## src/rtl/change_dispenser.sv

```systemverilog
// change_dispenser: inactivity timer plus greedy change return FSM.
// Sits next to the vending machine's combinational next-total stage. When the
// user asks for a return, or the inactivity timer runs out, it hands back one
// coin per cycle, largest denomination first. The next-total stage subtracts
// the returned coin from current_total at the same edge.
//
// Optional build macro: CHANGE_DISPENSE_GAP_EN
//   When defined, RETURN alternates DISPENSE/GAP cycles, and no coin is
//   driven in a GAP cycle. When undefined, a coin is driven every cycle.
module change_dispenser #(
  parameter int kNumCoins  = 3,
  parameter int kNumItems  = 4,
  parameter int kTotalBits = 31,
  parameter int kWaitTime  = 10
) (
  input  logic                         clk,
  input  logic                         reset,
  input  logic [kNumCoins-1:0]         i_input_coin,
  input  logic [kNumItems-1:0]         i_output_item,
  input  logic                         i_trigger_return,
  input  logic [kNumCoins-1:0][31:0]   coin_value,
  input  logic [kTotalBits-1:0]        current_total,
  output logic [31:0]                  wait_time,
  output logic [kNumCoins-1:0]         o_return_coin,
  output logic                         o_busy
);

  typedef enum logic {S_IDLE = 1'b0, S_RETURN = 1'b1} state_t;

  state_t                state, state_nxt;
  logic                  activity;
  logic                  enter_return;
  logic                  has_total;
  logic                  dispense_phase;
  logic [31:0]           total_ext;
  logic [kNumCoins-1:0]  sel_coin;

  // A coin insert or an item dispense both count as user activity.
  assign activity  = (|i_input_coin) | (|i_output_item);
  assign total_ext = 32'(current_total);
  assign has_total = |current_total;

`ifdef CHANGE_DISPENSE_GAP_EN
  // Phase bit: 0 = DISPENSE, 1 = GAP. Held at DISPENSE while idle so every
  // return starts with a coin.
  logic phase_gap;

  // Toggle the phase on every RETURN cycle; park it at DISPENSE otherwise.
  always_ff @(posedge clk or posedge reset) begin
    if (reset)                 phase_gap <= 1'b0;
    else if (state == S_RETURN) phase_gap <= ~phase_gap;
    else                       phase_gap <= 1'b0;
  end

  assign dispense_phase = ~phase_gap;
`else
  assign dispense_phase = 1'b1;
`endif

  // Greedy pick: the highest-index coin whose value fits in the balance.
  // Scanning upward and overwriting leaves the largest fitting coin, which
  // works because the denominations are strictly ascending.
  always_comb begin
    sel_coin = '0;
    for (int i = 0; i < kNumCoins; i++) begin
      if (coin_value[i] <= total_ext) begin
        sel_coin    = '0;
        sel_coin[i] = 1'b1;
      end
    end
  end

  // State register.
  always_ff @(posedge clk or posedge reset) begin
    if (reset) state <= S_IDLE;
    else       state <= state_nxt;
  end

  // Next-state and output decode.
  always_comb begin
    state_nxt     = state;
    enter_return  = 1'b0;
    o_return_coin = '0;
    o_busy        = 1'b0;
    case (state)
      S_IDLE: begin
        // A trigger or timeout with an empty balance leaves us idle.
        if (has_total &&
            (i_trigger_return || ((wait_time == 32'd1) && !activity))) begin
          state_nxt    = S_RETURN;
          enter_return = 1'b1;
        end
      end
      S_RETURN: begin
        o_busy = 1'b1;
        if (dispense_phase) o_return_coin = sel_coin;
        // A new coin aborts the return. Otherwise finish once nothing fits,
        // which only counts in a DISPENSE cycle. A coin driven in the abort
        // cycle is still taken by the next-total stage.
        if (activity || (dispense_phase && (sel_coin == '0)))
          state_nxt = S_IDLE;
      end
      default: state_nxt = S_IDLE;
    endcase
  end

  // Inactivity timer. Activity reloads it and wins over entering RETURN.
  // Entering RETURN clears it. Otherwise it counts down and saturates at 0.
  always_ff @(posedge clk or posedge reset) begin
    if (reset)                   wait_time <= 32'd0;
    else if (activity)           wait_time <= 32'(kWaitTime);
    else if (enter_return)       wait_time <= 32'd0;
    else if (wait_time != 32'd0) wait_time <= wait_time - 32'd1;
  end

`ifndef SYNTHESIS
  // At most one coin is handed out per cycle.
  a_onehot_return: assert property (@(posedge clk) disable iff (reset)
    $onehot0(o_return_coin));
`endif

endmodule

```

## config.mk

```make
export PLATFORM = sky130hd
export DESIGN_NAME = change_dispenser
export DESIGN_NICKNAME = d
export VERILOG_FILES = /design/src/rtl/change_dispenser.sv
export SDC_FILE = /design/constraint.sdc
export NUM_CORES = 1
export LEC_CHECK = 0
export BUFFER_PORTS_ARGS = -buffer_cell sky130_fd_sc_hd__buf_4
export CORE_ASPECT_RATIO = 0.6
export CORE_UTILIZATION = 30
export DETAILED_ROUTE_END_ITERATION = 8
export SLEW_MARGIN = 20
export SYNTH_ARGS = -nofsm -noshare
export SYNTH_HDL_FRONTEND = slang
export SYNTH_SLANG_ARGS = --single-unit
```

## constraint.sdc

```tcl
create_clock -name clk -period 2.8 [get_ports clk]
set_clock_uncertainty 0.1 [all_clocks]
set_input_delay 0.14 -clock clk [delete_from_list [all_inputs] [get_ports clk]]
set_output_delay 0.14 -clock clk [all_outputs]
set_load 0.02 [all_outputs]
```

**Yosys cells after proc, flatten, opt, wreduce, memory -nomap -nowiden**

Cells that the tools add are included.

- Register bits after elaboration: 33
- Bits of input ports: 137
- Output and inout bits: 36
- Logic and storage cells: 32

- Add/sub/neg operators: 1
- Order comparisons: 3
- Equal/unequal tests: 1
- Multiplexer cells: 12
- Bitwise gates (word level): 2
- Reductions and logical operators: 11

Operator list:

| operator | count |
|---|---|
| $le 32x31->1 | 3 |
| $mux 32 | 3 |
| $eq 32x1->1 const B | 1 |
| $reduce_bool 32->1 | 1 |
| $sub 32x1->32 const B | 1 |
| $reduce_or 31->1 | 1 |
| $mux 3 | 2 |
| $mux 1 | 5 |
| $reduce_or 4->1 | 1 |
| $logic_not 3->1 | 1 |
| $reduce_bool 3->1 | 1 |
| $reduce_or 3->1 | 1 |
| $logic_and 1x1->1 | 2 |
| $logic_or 1x1->1 | 2 |
| $mux 2 | 1 |
| $pmux 1 s2 | 1 |
| $logic_not 1->1 | 1 |
| $not 1->1 | 1 |
| $or 1x1->1 | 1 |

**Logic depth before layout (Yosys ltp)**

- Depth in word-level cells: 10
- Mapped depth: 8
- Depth with buffers taken out: 8

**Worst setup path before layout**

OpenSTA, ideal clock, no wires.

- Kind: register to register
- From: reg wait_time[16]
- To: reg wait_time[28]
- Arrival: 2.520 ns
- Data required time: 2.623 ns
- Path slack: 0.103 ns
- Cell stages (with the launch flop): 7
- Path buffers: 1
- Period minus slack after synthesis: 2.697 ns
- Path through: dfrtp_1 or3_4 or4_4 or4_1 clkbuf_2 or4_1 a21oi_1

- Word-level cells in the longest chain between the ends: 8

Ends and longest elaborated chain:

| item | RTL line | source |
|---|---|---|
| from (decl) | 23 | `output logic [31:0] wait_time,` |
| from (signal assigned) | 111 | `else if (activity) wait_time <= 32'(kWaitTime);` |
| from (signal assigned) | 113 | `else if (wait_time != 32'd0) wait_time <= wait_time - 32'd1;` |
| branches (longest 8 deep; another with $sub 32x1->32) | - |  |

Parallel ways; which one is timed is not known. The select of a mux whose other input is x is not followed.
A chain may end at the register's enable or synchronous reset.

**Worst setup path in the final report**

- From: in current_total[27]
- To: out o_return_coin[0]

- Word-level cells in the longest chain between the ends: 5

Ends and longest elaborated chain:

| item | RTL line | source |
|---|---|---|
| from (decl) | 22 | `input logic [kTotalBits-1:0] current_total,` |
| $le 32x31->1 | 66 | `if (coin_value[i] <= total_ext) begin` |
| $mux 1 | 66 |  |
| $mux 2 | 66 |  |
| $mux 3 * | 66 |  |
| $mux 3 * | 85 | `case (state)` |
| to (decl) | 24 | `output logic [kNumCoins-1:0] o_return_coin,` |

Mark *: on every way between the ends. The rest lies on a longest branch, timed or not.

==> flow_summary.yaml <==
detailed_routing:
  drt_pass1_iterations: 7
  totalWireLength_um: 14820
  wire_per_inst_um: 17.77
  drt_iter0_drc: 239
  num_vias: 4390
  drc: 10
  vias_per_cell: 5.264
  antenna_left: 0
clocking:
  cts.clk_slew.worst_paths_ps: 60
  ctsHtreeMaxLevel: 2
  cts_sinks: 33
  clockRootBuffer: "clkbuf_16"
  clockBufferDepth: 2
  clock_latency_ps: 280
  cts_tree: "built"
  cts_made_buffers: 5
sta:
  final-setup-viol-count: 0
  timing.final.crit_share: 0.9563
  drv_slew: 0
  rsz0062_at_grt: "false"
  slew_headroom: 0.6379
  max_freq_ghz: 0.3735
  fin_hold_ws_ps: 116.0
  worst_slew_pin_slew_ps: 538.2
  hold_viol: 0
  fin_tns_setup_ps: 0
  fin_crit_ps: 2678
finish:
  final_util: 0.4488
  multi_input_area_sq_um: 3072
  syn_to_final_growth_pct: 43.63
  fillerInstances: 1296
  drive_above_1_share: 0.3208
  seq_area_sq_um: 825.8
  finalNetCount: 896
  layout_common_cells: "187 x buf_4, 95 x ha_1, 42 x a21oi_1, 40 x nor2_1, 40 x inv_1"
  layout_commonest_cell: "buf_4"
  stdcell_area_sq_um: 5841
  num_antenna_cells: 0
setup_path:
  worstSetupPathType: "input port to output port"
  r2r_end: "wait_time[28]"
  critPathCaptureType: "output port"
  worst-r2r-setup-slack_ps: 130
  cp-start-kind: "input port"
  r2r_cells: 8
  slowest_delay_ps: 720
  crit_chain: "buf_4, inv_1, ha_1, nand4_1, or4b_2, a31oi_1, o21ai_0, nor4b_2, buf_4"
  critical_path.top_delay_family: "simple AND/OR/NAND/NOR gates"
  path_max_fanout: 4
  required_ps: 2560
  reg2reg_from: "wait_time[18]"
  cp_slowest_cell: "or4b_2"
  path_depth: 9
  cp_num_buf_inv: 3
  crit_top_cell: "buf_4"
  arrival_ps: 2440
floorplanning:
  fp.dieW_um: 152.3
  core-area_sq_um: 13010
  start_util: 0.3125
  die_area_sq_um: 14040
  io_pins: 173
  rows: 32
  die_h_um: 92.18
synthesis:
  synth-seq-cells: 33
  avgSynthCellArea_sq_um: 8.543
  synth_simple_gate_area_frac: 0.2354
  synth_compound_area_frac: 0.1714
  synthMuxAreaShare: 0.002769
  synth_top_family_by_area: "adder cells"
  synth_area_sq_um: 4066
  ys_async_sr_fraction: 1.000
  synth.distinct_cells: 56
  synthFlopType: "dfrtp_1"
  synth_fa_ha_area_frac: 0.2923
  synth-xor-area-share: 0.04954
  syn_inst: 476
  synth_fp_nets: 708
  synth_edf_count: 0
  ys_warn_count: 0
  yosysSeqAreaShare: 0.2031
global_route:
  antenna_found_initial: 1
  grt_pass1_wl_um: 23250
  grt_max_degree: 34
  grt_overflow_total: 0
  grt_pass1_vias: 4324
  grt_usage: 0.2145
pwr:
  ir_worst_vdd_v: 0.0002788
  power.density_nw_per_um2: 266.8
  leakage_uw: 0.002891
run_status:
  status: "finished, violations left"
  violations: "design-rule violations"
placed_design:
  gp_congestion: 0.9079
  dpl.hpwl_um: 12850
  numPortBuffers: 172
  place_area_sq_um: 5668
worst_hold_path:
  hold_path.class: "input port to flop"
  worstHoldStart: "i_input_coin[0]"
  whs_path_depth: 4
  hold_path_end: "wait_time[3]"
run:
  maxCapViolations: 0
routing by layer:
metal | part of all wire | up-vias | GRT usage
met3 | 0.071 | 11 | 0.03875
met5 | 0 | - | 0
li1 | - | 2179 | -
met2 | 0.40 | 163 | 0.3126
met4 | 0.0058 | 0 | 0.02381
met1 | 0.52 | 2037 | 0.3299
through the flow:
step | worst slack (ps) | instances | power [uW]
finish | 122.5 | 834 | 1558
global route | 1.409 | 834 | 1659
CTS | 50.58 | 834 | 1565
detailed placement | 64.81 | 826 | 1006
global placement | 155.0 | 826 | 982.8
floorplan | 102.9 | 476 | 740.6
Yosys cell counts, types with 3 or more instances:
cell | n | area, sq um
buf_2 | 3 | 15.01
o31ai_1 | 4 | 30.03
nand4_1 | 15 | 93.84
a21boi_0 | 4 | 30.03
o21ai_0 | 16 | 80.08
or4_1 | 10 | 75.07
ha_1 | 95 | 1189
a211oi_1 | 9 | 67.56
a21oi_1 | 42 | 210.2
clkbuf_1 | 4 | 15.01
and4_1 | 4 | 35.03
o21a_1 | 5 | 37.54
xnor2_1 | 18 | 157.7
or3_1 | 7 | 43.79
nor2_1 | 40 | 150.1
a21o_1 | 5 | 37.54
o2bb2ai_1 | 3 | 26.28
nor2b_1 | 3 | 18.77
nor3_1 | 7 | 35.03
nand4b_1 | 6 | 52.55
nand2b_1 | 3 | 18.77
or2_2 | 3 | 18.77
nand2_1 | 26 | 97.59
inv_1 | 40 | 150.1
dfrtp_1 | 33 | 825.8
nand3_1 | 10 | 50.05
xor2_1 | 5 | 43.79
nor4_1 | 20 | 125.1
flip-flops by register name, indices dropped and copies added, names as in the netlist:
name and cells:
state 1, wait_time 32
final cells by class:
class,count,area share
Clock buffer,6,0.02378
Timing Repair Buffer,189,0.2455
Multi-Input combinational cell,395,0.5259
Clock inverter,1,0.001285
Tap cell,170,0.03642
Inverter,40,0.02571
Sequential cell,33,0.1414
worst max path at each step:
stage	from	endpoint	slack, ps
2_1_floorplan	wait_time[16]	wait_time[28]	100
3_3_place_gp	wait_time[18]	wait_time[30]	160
3_5_place_dp	wait_time[18]	wait_time[28]	60
4_1_cts	wait_time[18]	wait_time[28]	50
5_1_grt	current_total[29]	o_return_coin[0]	1
6_report	current_total[27]	o_return_coin[0]	120
cells by family (layout without fill, tap and decap cells):
kind of cell	count (synthesis)	in the layout
AOI/OAI and AO/OA	109	109
adders and majority gates	95	95
buffers and inverters	48	236
muxes	1	1
and+or+nand+nor	167	167
DFF	33	33
xor gates and xnor gates	23	23
report_power, final:
group	total (uW)	switching, uW	internal (uW)
Clock	552	203	348
Sequential	482	2.33	479
Combinational	525	259	266
Total	1560	465	1090
worst register-to-register path, cell delays in order, from the launching register on:
cell and delay, ps:
dfrtp_1 400, or3_4 410, or4_4 440, buf_4 170
nor4_4 340, a31o_2 240, a21bo_2 160, buf_12 180
a21oi_1 80
what timing repair did:
action / CTS / global route
endpoints found under the setup margin: 0 / 3
gates resized for setup: 0 / 5
endpoints found under the hold margin: 33 / 0
hold buffers: 1 / 0
setup buffers: 0 / 0
Power figures use the tool's default switching activity.
